`config.mk`:
```
export PLATFORM = sky130hd
export DESIGN_NAME = codel_drop_ctrl
export DESIGN_NICKNAME = d
export VERILOG_FILES = /design/src/rtl/codel_drop_ctrl.sv
export SDC_FILE = /design/constraint.sdc
export NUM_CORES = 2
export LEC_CHECK = 0
export ABC_AREA = 1
export CAP_MARGIN = 20
export CELL_PAD_IN_SITES_DETAIL_PLACEMENT = 1
export CELL_PAD_IN_SITES_GLOBAL_PLACEMENT = 1
export CORE_ASPECT_RATIO = 1.4
export CORE_MARGIN = 3
export CORE_UTILIZATION = 43
export DETAILED_ROUTE_END_ITERATION = 7
export PLACE_DENSITY = 0.87
export SETUP_SLACK_MARGIN = 0.2
export SYNTH_ARGS = -nofsm -noshare
export SYNTH_HDL_FRONTEND = slang
export SYNTH_SLANG_ARGS = --single-unit
```
`constraint.sdc`:
```
create_clock -name clk -period 15.5 [get_ports clk]
set_clock_uncertainty 0.2 [all_clocks]
set_input_delay 3.875 -clock clk [delete_from_list [all_inputs] [get_ports clk]]
set_output_delay 3.875 -clock clk [all_outputs]
set_load 0.01 [all_outputs]
```
`src/rtl/codel_drop_ctrl.sv`:
```
// CoDel drop-state controller: per-dequeue drop decision with interval/sqrt(count) law.
// Latency 1 cycle (registered decision and state); accepts a dequeue every cycle, never backpressures.

package CodelPkg;
  typedef logic [31:0] TimeCtr;
endpackage

module codel_drop_ctrl
  import CodelPkg::*;
#(
  parameter int COUNT_W    = 16,
  parameter int LUT_DEPTH  = 64,
  parameter int RECIP_FRAC = 16
) (
  input  logic               clk,
  input  logic               reset,
  input  logic               i__deq_valid,
  input  logic               i__okay_to_drop,
  input  TimeCtr             i__time_counter,
  input  TimeCtr             i__interval,
  output logic               o__drop_valid,
  output logic               o__drop,
  output logic               o__dropping,
  output logic [COUNT_W-1:0] o__count,
  output TimeCtr             o__drop_next
);

  localparam int TW = $bits(TimeCtr);
  localparam int RW = RECIP_FRAC + 1;
  localparam int IW = $clog2(LUT_DEPTH + 1);
  localparam int PW = TW + RW;

  typedef enum logic {IDLE, DROPPING} state_t;

  // Largest r with r*r*n <= 2^(2*RECIP_FRAC), i.e. floor(2^RECIP_FRAC / sqrt(n)).
  function automatic logic [RW-1:0] recip_sqrt(input longint unsigned n);
    longint unsigned r;
    longint unsigned t;
    longint unsigned lim;
    r   = 64'd0;
    lim = 64'd1 << (2 * RECIP_FRAC);
    for (int b = RW - 1; b >= 0; b--) begin
      t = r | (64'd1 << b);
      if (t * t * n <= lim) r = t;
    end
    return r[RW-1:0];
  endfunction

  logic [RW-1:0] rom [0:LUT_DEPTH];
  assign rom[0] = '0;
  for (genvar g = 1; g <= LUT_DEPTH; g++) begin : g_rom
    assign rom[g] = recip_sqrt(64'(g));
  end

  state_t             state, state_nxt;
  logic [COUNT_W-1:0] count, count_nxt, count_inc, count_re, law_count;
  TimeCtr             drop_next, drop_next_nxt, since_next, law;
  logic               drop_nxt;
  logic [IW-1:0]      rom_idx;
  logic [PW-1:0]      product;

  assign count_inc = (&count) ? count : count + COUNT_W'(1);
  assign since_next = i__time_counter - drop_next;
  // Re-entering soon after leaving resumes near the previous drop rate.
  assign count_re = (since_next < i__interval) ?
                    ((count > COUNT_W'(2)) ? count - COUNT_W'(2) : COUNT_W'(1)) :
                    COUNT_W'(1);
  assign law_count = (state == DROPPING) ? count_inc : count_re;
  assign rom_idx = (law_count >= COUNT_W'(LUT_DEPTH)) ? IW'(LUT_DEPTH) : law_count[IW-1:0];
  assign product = PW'(i__interval) * PW'(rom[rom_idx]);
  assign law = TW'(product >> RECIP_FRAC);

  always_comb begin
    state_nxt     = state;
    count_nxt     = count;
    drop_next_nxt = drop_next;
    drop_nxt      = 1'b0;
    if (i__deq_valid) begin
      case (state)
        IDLE: begin
          if (i__okay_to_drop) begin
            drop_nxt      = 1'b1;
            state_nxt     = DROPPING;
            count_nxt     = count_re;
            drop_next_nxt = i__time_counter + law;
          end
        end
        DROPPING: begin
          if (!i__okay_to_drop) begin
            state_nxt = IDLE;
          end else if (i__time_counter >= drop_next) begin
            drop_nxt      = 1'b1;
            count_nxt     = count_inc;
            drop_next_nxt = drop_next + law;
          end
        end
        default: state_nxt = IDLE;
      endcase
    end
  end

  always_ff @(posedge clk) begin
    if (reset) begin
      state         <= IDLE;
      count         <= '0;
      drop_next     <= '0;
      o__drop_valid <= 1'b0;
      o__drop       <= 1'b0;
    end else begin
      state         <= state_nxt;
      count         <= count_nxt;
      drop_next     <= drop_next_nxt;
      o__drop_valid <= i__deq_valid;
      o__drop       <= drop_nxt;
    end
  end

  assign o__dropping  = (state == DROPPING);
  assign o__count     = count;
  assign o__drop_next = drop_next;

endmodule

```
==> reports/metrics.yaml, run 1 <==
status: "did not finish"
haltStage: "global routing"
error: "[ERROR GRT-0116] Global routing finished with congestion. Check the congestion regions in the DRC Viewer."
ys_types: 56
start_util: 0.4357
place_congestion: 0.9860
cts_made_buffers: 5
io_buffers: 118
htree_levels: 2
grt-ovfl-total: 11
dieHeight_um: 292.3
ios: 119
hold_buffers: 0
first_global_vias: 39737
num_rows: 104
clock-root-buffer: "clkbuf_16"
synth-seq-cells: 51
grt_pass1_wl_mm: 271.6
grtUsageTotal: 0.6059
yosysSeqAreaShare: 0.04056
cts.sinks: 51
place_area_um2: 31290
cts_max_path_buffers: 2
ys_warn_count: 0
place_inst: 4714
preCtsSetupSlack_ps: -2465
syn_avg_cell_area_um2: 7.358
synth_area_um2: 25170
die_w_um: 210.5
synth_nets: 4165
dpl.hpwl_mm: 102.5
postSynthCellCount: 3421
grt_max_degree: 67
==> repair_timing <==
action	4_1_cts
setup endpoints to repair	32
cloned	7
pin swaps	221
gates resized for setup	503
buffers inserted	103
endpoints found under the hold margin	0
==> cell usage after synthesis, drive strengths merged <==
master	number	area (um^2)
inv	732	2750
nand2	602	2313
fa	448	8969
nor2	356	1446
ha	228	2853
a21oi	204	1025
nand3	197	1013
o21ai	182	922.1
xor2	72	630.6
buf	69	424.2
clkbuf	64	240.2
dfxtp	51	1021
nand4	47	294.0
xnor2	37	324.1
a31oi	19	118.9
nor3	16	95.09
o21a	15	112.6
o211ai	13	97.59
nor4	9	71.32
a21boi	7	52.55
o31ai	7	57.55
a21o	6	45.04
o221ai	6	52.55
clkinv	5	18.77
o21bai	5	37.54
a211oi	4	30.03
a221oi	3	26.28
and3	3	18.77
nand3b	3	22.52
o22ai	3	18.77
nor3b	2	20.02
or2	2	12.52
and2	1	6.260
mux2i	1	10.01
o221a	1	11.26
o311ai	1	8.760
==> cell families after synthesis <==
kind of cell / Yosys count / synth area share
DFF: 51 / 0.04056
muxes: 1 / 0.0003977
and+or+nand+nor: 1238 / 0.2111
buffers and inverters: 870 / 0.1364
adders and majority gates: 676 / 0.4697
AOI/OAI and AO/OA: 476 / 0.1039
xor gates and xnor gates: 109 / 0.03793
==> per-layer routing <==
metal / GRT overflow / GRT usage
met4: 9 / 0.6940
met2: 2 / 0.8262
met5: 0 / 0.07288
met1: 0 / 0.5731
met3: 0 / 0.3764
==> through the flow <==
stage                     TNS [ps]  hold WS, ps
after floorplan                  0        305.8
after global placement      -37020        282.6
after detailed placement    -57070        315.3
after CTS                    -8142        332.4
==> run 2, diff against run 1 <==
CELL_PAD_IN_SITES_DETAIL_PLACEMENT = default   (was 1)
CELL_PAD_IN_SITES_GLOBAL_PLACEMENT = default   (was 1)
CORE_ASPECT_RATIO = default   (was 1.4)
CORE_UTILIZATION = 29   (was 43)
PLACE_DENSITY = default   (was 0.87)
PLACE_DENSITY_LB_ADDON = 0.15   (was default)
SETUP_SLACK_MARGIN = default   (was 0.2)
clock period = 20.2 ns   (was 15.5 ns; I/O delays follow)
==> reports/metrics.yaml, run 2 <==
status: "complete, no violations"
grtUsageTotal: 0.2108
htree_levels: 2  # unchanged
ys_types: 56  # unchanged
synth.area.top_cells: "fa_1 36%, ha_1 11%, inv_1 11%"
tightest_slew_ps: 954.0
yosys.area.top_type_share: 0.3563  # unchanged
vias_per_cell: 4.868
io_buffers: 118  # unchanged
r2r_slack_ps: 5710
layout.nets: 4259
yosys.area.top_type: "fa_1"
dpl.hpwl_mm: 78.87  # -23%
rsz0062_at_grt: "true"
drv_cap: 0
worst_path_largest_cell_delay_ps: 610
wirelength_mm: 93.87
synth_most_common_cell: "inv_1"
min_from: "o__drop_next[4]$_SDFFE_PP0P_"
timing.fmax_ghz: 0.05188
finalHoldViolCount: 0
ios: 119  # unchanged
cts_made_buffers: 5  # unchanged
path_max_fanout: 14
final-setup-viol-count: 0
fin_crit_sh: 0.9543
ys.flop_type: "dfxtp_1"
drive_above_1_share: 0.05916
cts_tree: "built"
largest_reg_flops: 32
final_cell_mix: "704 x inv_1, 586 x nand2_1, 448 x fa_1"
drt_first_pass_iters: 5
clk_pin_slew_worst_paths_ps: 80
coreArea_um2: 85550
vias: 22690
worstSetupEndpointType: "register"
num_rows: 107  # +2.9%
dieHeight_um: 300.6  # +2.9%
grt-ovfl-total: 0
grt_max_degree: 67
drc: 0
cts_max_path_buffers: 2  # unchanged
synth_nets: 4165  # unchanged
start_util: 0.2942  # -0.1414
hold_path_depth: 2
wl_per_cell_um: 20.14
die_w_um: 300.6  # +43%
fp.dieArea_um2: 90370
hold_buffers: 0  # unchanged
rr_endpoint: "o__drop_next[28]$_SDFFE_PP0P_"
grt_pass1_wl_mm: 146.6
synth-seq-cells: 51  # unchanged
drtIter0Drc: 1432
critical_path_required_ps: 20180
min_path_type: "reg2reg"
cts.sinks: 51  # unchanged
synth_edf_count: 0  # unchanged
slew_headroom: 0.3633
worstRegToRegCells: 73
arrival_ps: 19260
slew_viol_final: 0
ys_warn_count: 0  # unchanged
fin_crit_ps: 19280
place_congestion: 0.8908  # -9.7%
worst_path_max_delay_cell: "fa_1"
fin_util: 0.3298
yosysSeqAreaShare: 0.04056  # unchanged
final_common_cell: "inv_1"
antenna_found_initial: 2
clk_latency_ps: 320
syn_avg_cell_area_um2: 7.358  # unchanged
postSynthCellCount: 3421  # unchanged
area_growth_pct: 12.09
first_global_vias: 24149
synth_commonest_cells: "705 x inv_1, 586 x nand2_1, 448 x fa_1, 333 x nor2_1, 228 x ha_1"
synth_area_um2: 25170  # unchanged
ant_nets: 0
crit_path_start_kind: "input port"
clock-root-buffer: "clkbuf_16"
synthArstFlopShare: 0  # unchanged
crit_type: "in2reg"
hold_end: "o__drop_next[4]$_SDFFE_PP0P_"
timing.rr.start: "o__drop_next[2]$_SDFFE_PP0P_"
crit_top_cell: "nand2_1"
fillerInstances: 9365
==> run 2: cell counts after synthesis <==
No cell type changed its count.
==> run 2: worst max-delay path: cells and delay by family <==
family	cells	cell delay [ps]
buffers and inverters	13	1960
xor gates and xnor gates	2	390
AOI/OAI and AO/OA	17	2880
adders and majority gates	11	4780
and+or+nand+nor	30	4140
==> run 2: worst max-delay path by stage <==
stage,startpoint,slack (ps),end
final,i__time_counter[2],920,o__drop_next[28]$_SDFFE_PP0P_
after global routing,i__time_counter[2],-20,o__drop_next[30]$_SDFFE_PP0P_
after CTS,i__time_counter[2],80,o__drop_next[30]$_SDFFE_PP0P_
after detailed placement,i__time_counter[2],-210,o__drop_next[30]$_SDFFE_PP0P_
after global placement,i__time_counter[2],-210,o__drop_next[30]$_SDFFE_PP0P_
after floorplan,i__time_counter[2],3040,o__drop_next[31]$_SDFFE_PP0P_
==> run 2: stage by stage <==
step           hold slack (ps)  cells  cell area [um^2]  setup TNS [ps]  setup slack, ps
2_1_floorplan            305.8   3421             25170               0             3036
3_3_place_gp             298.7   4648             27950          -266.0           -211.5
3_5_place_dp             298.0   4648             27950          -345.0           -207.2
4_1_cts                  309.9   4656             28100               0            78.04
5_1_grt                  353.5   4660             28210          -18.23           -18.23
6_report                 303.6   4661             28210               0            923.6
==> run 2: area by class of cell <==
cell class | instances | area [um^2] | area share
clock buffers | 5 | 125.1 | 0.004435
well taps | 1144 | 1431 | 0.05073
flip-flops and latches | 51 | 1021 | 0.03619
multi-input cells | 2500 | 20800 | 0.7371
repair buffers | 220 | 2038 | 0.07224
clock inverters | 3 | 27.53 | 0.0009757
inverters | 737 | 2771 | 0.09823
diodes | 1 | 2.502 | 0.00008870
==> run 2: cells by family after synthesis <==
group,share of synthesized area
mux,0.0003977
buf+inv,0.1364
xor+xnor,0.03793
simple gates,0.2111
flops,0.04056
fa+ha+maj,0.4697
compound gates,0.1039
==> run 2: what timing repair did <==
action,CTS,global route
buffers inserted,0,4
setup endpoints to repair,0,20
gates resized for setup,0,30
==> run 2: per-layer routing <==
| layer | vias up | part of all wire | GRT usage |
|---|---|---|---|
| met1 | 11239 | 0.45 | 0.2901 |
| met3 | 104 | 0.047 | 0.01262 |
| met4 | 0 | 0.021 | 0.03953 |
| met5 | - | 0 | 0 |
| li1 | 10758 | - | - |
| met2 | 589 | 0.48 | 0.3675 |
Power of run 2 is not shown: default switching activity piles up to over one toggle a cycle in this logic, so the estimate is an artifact.
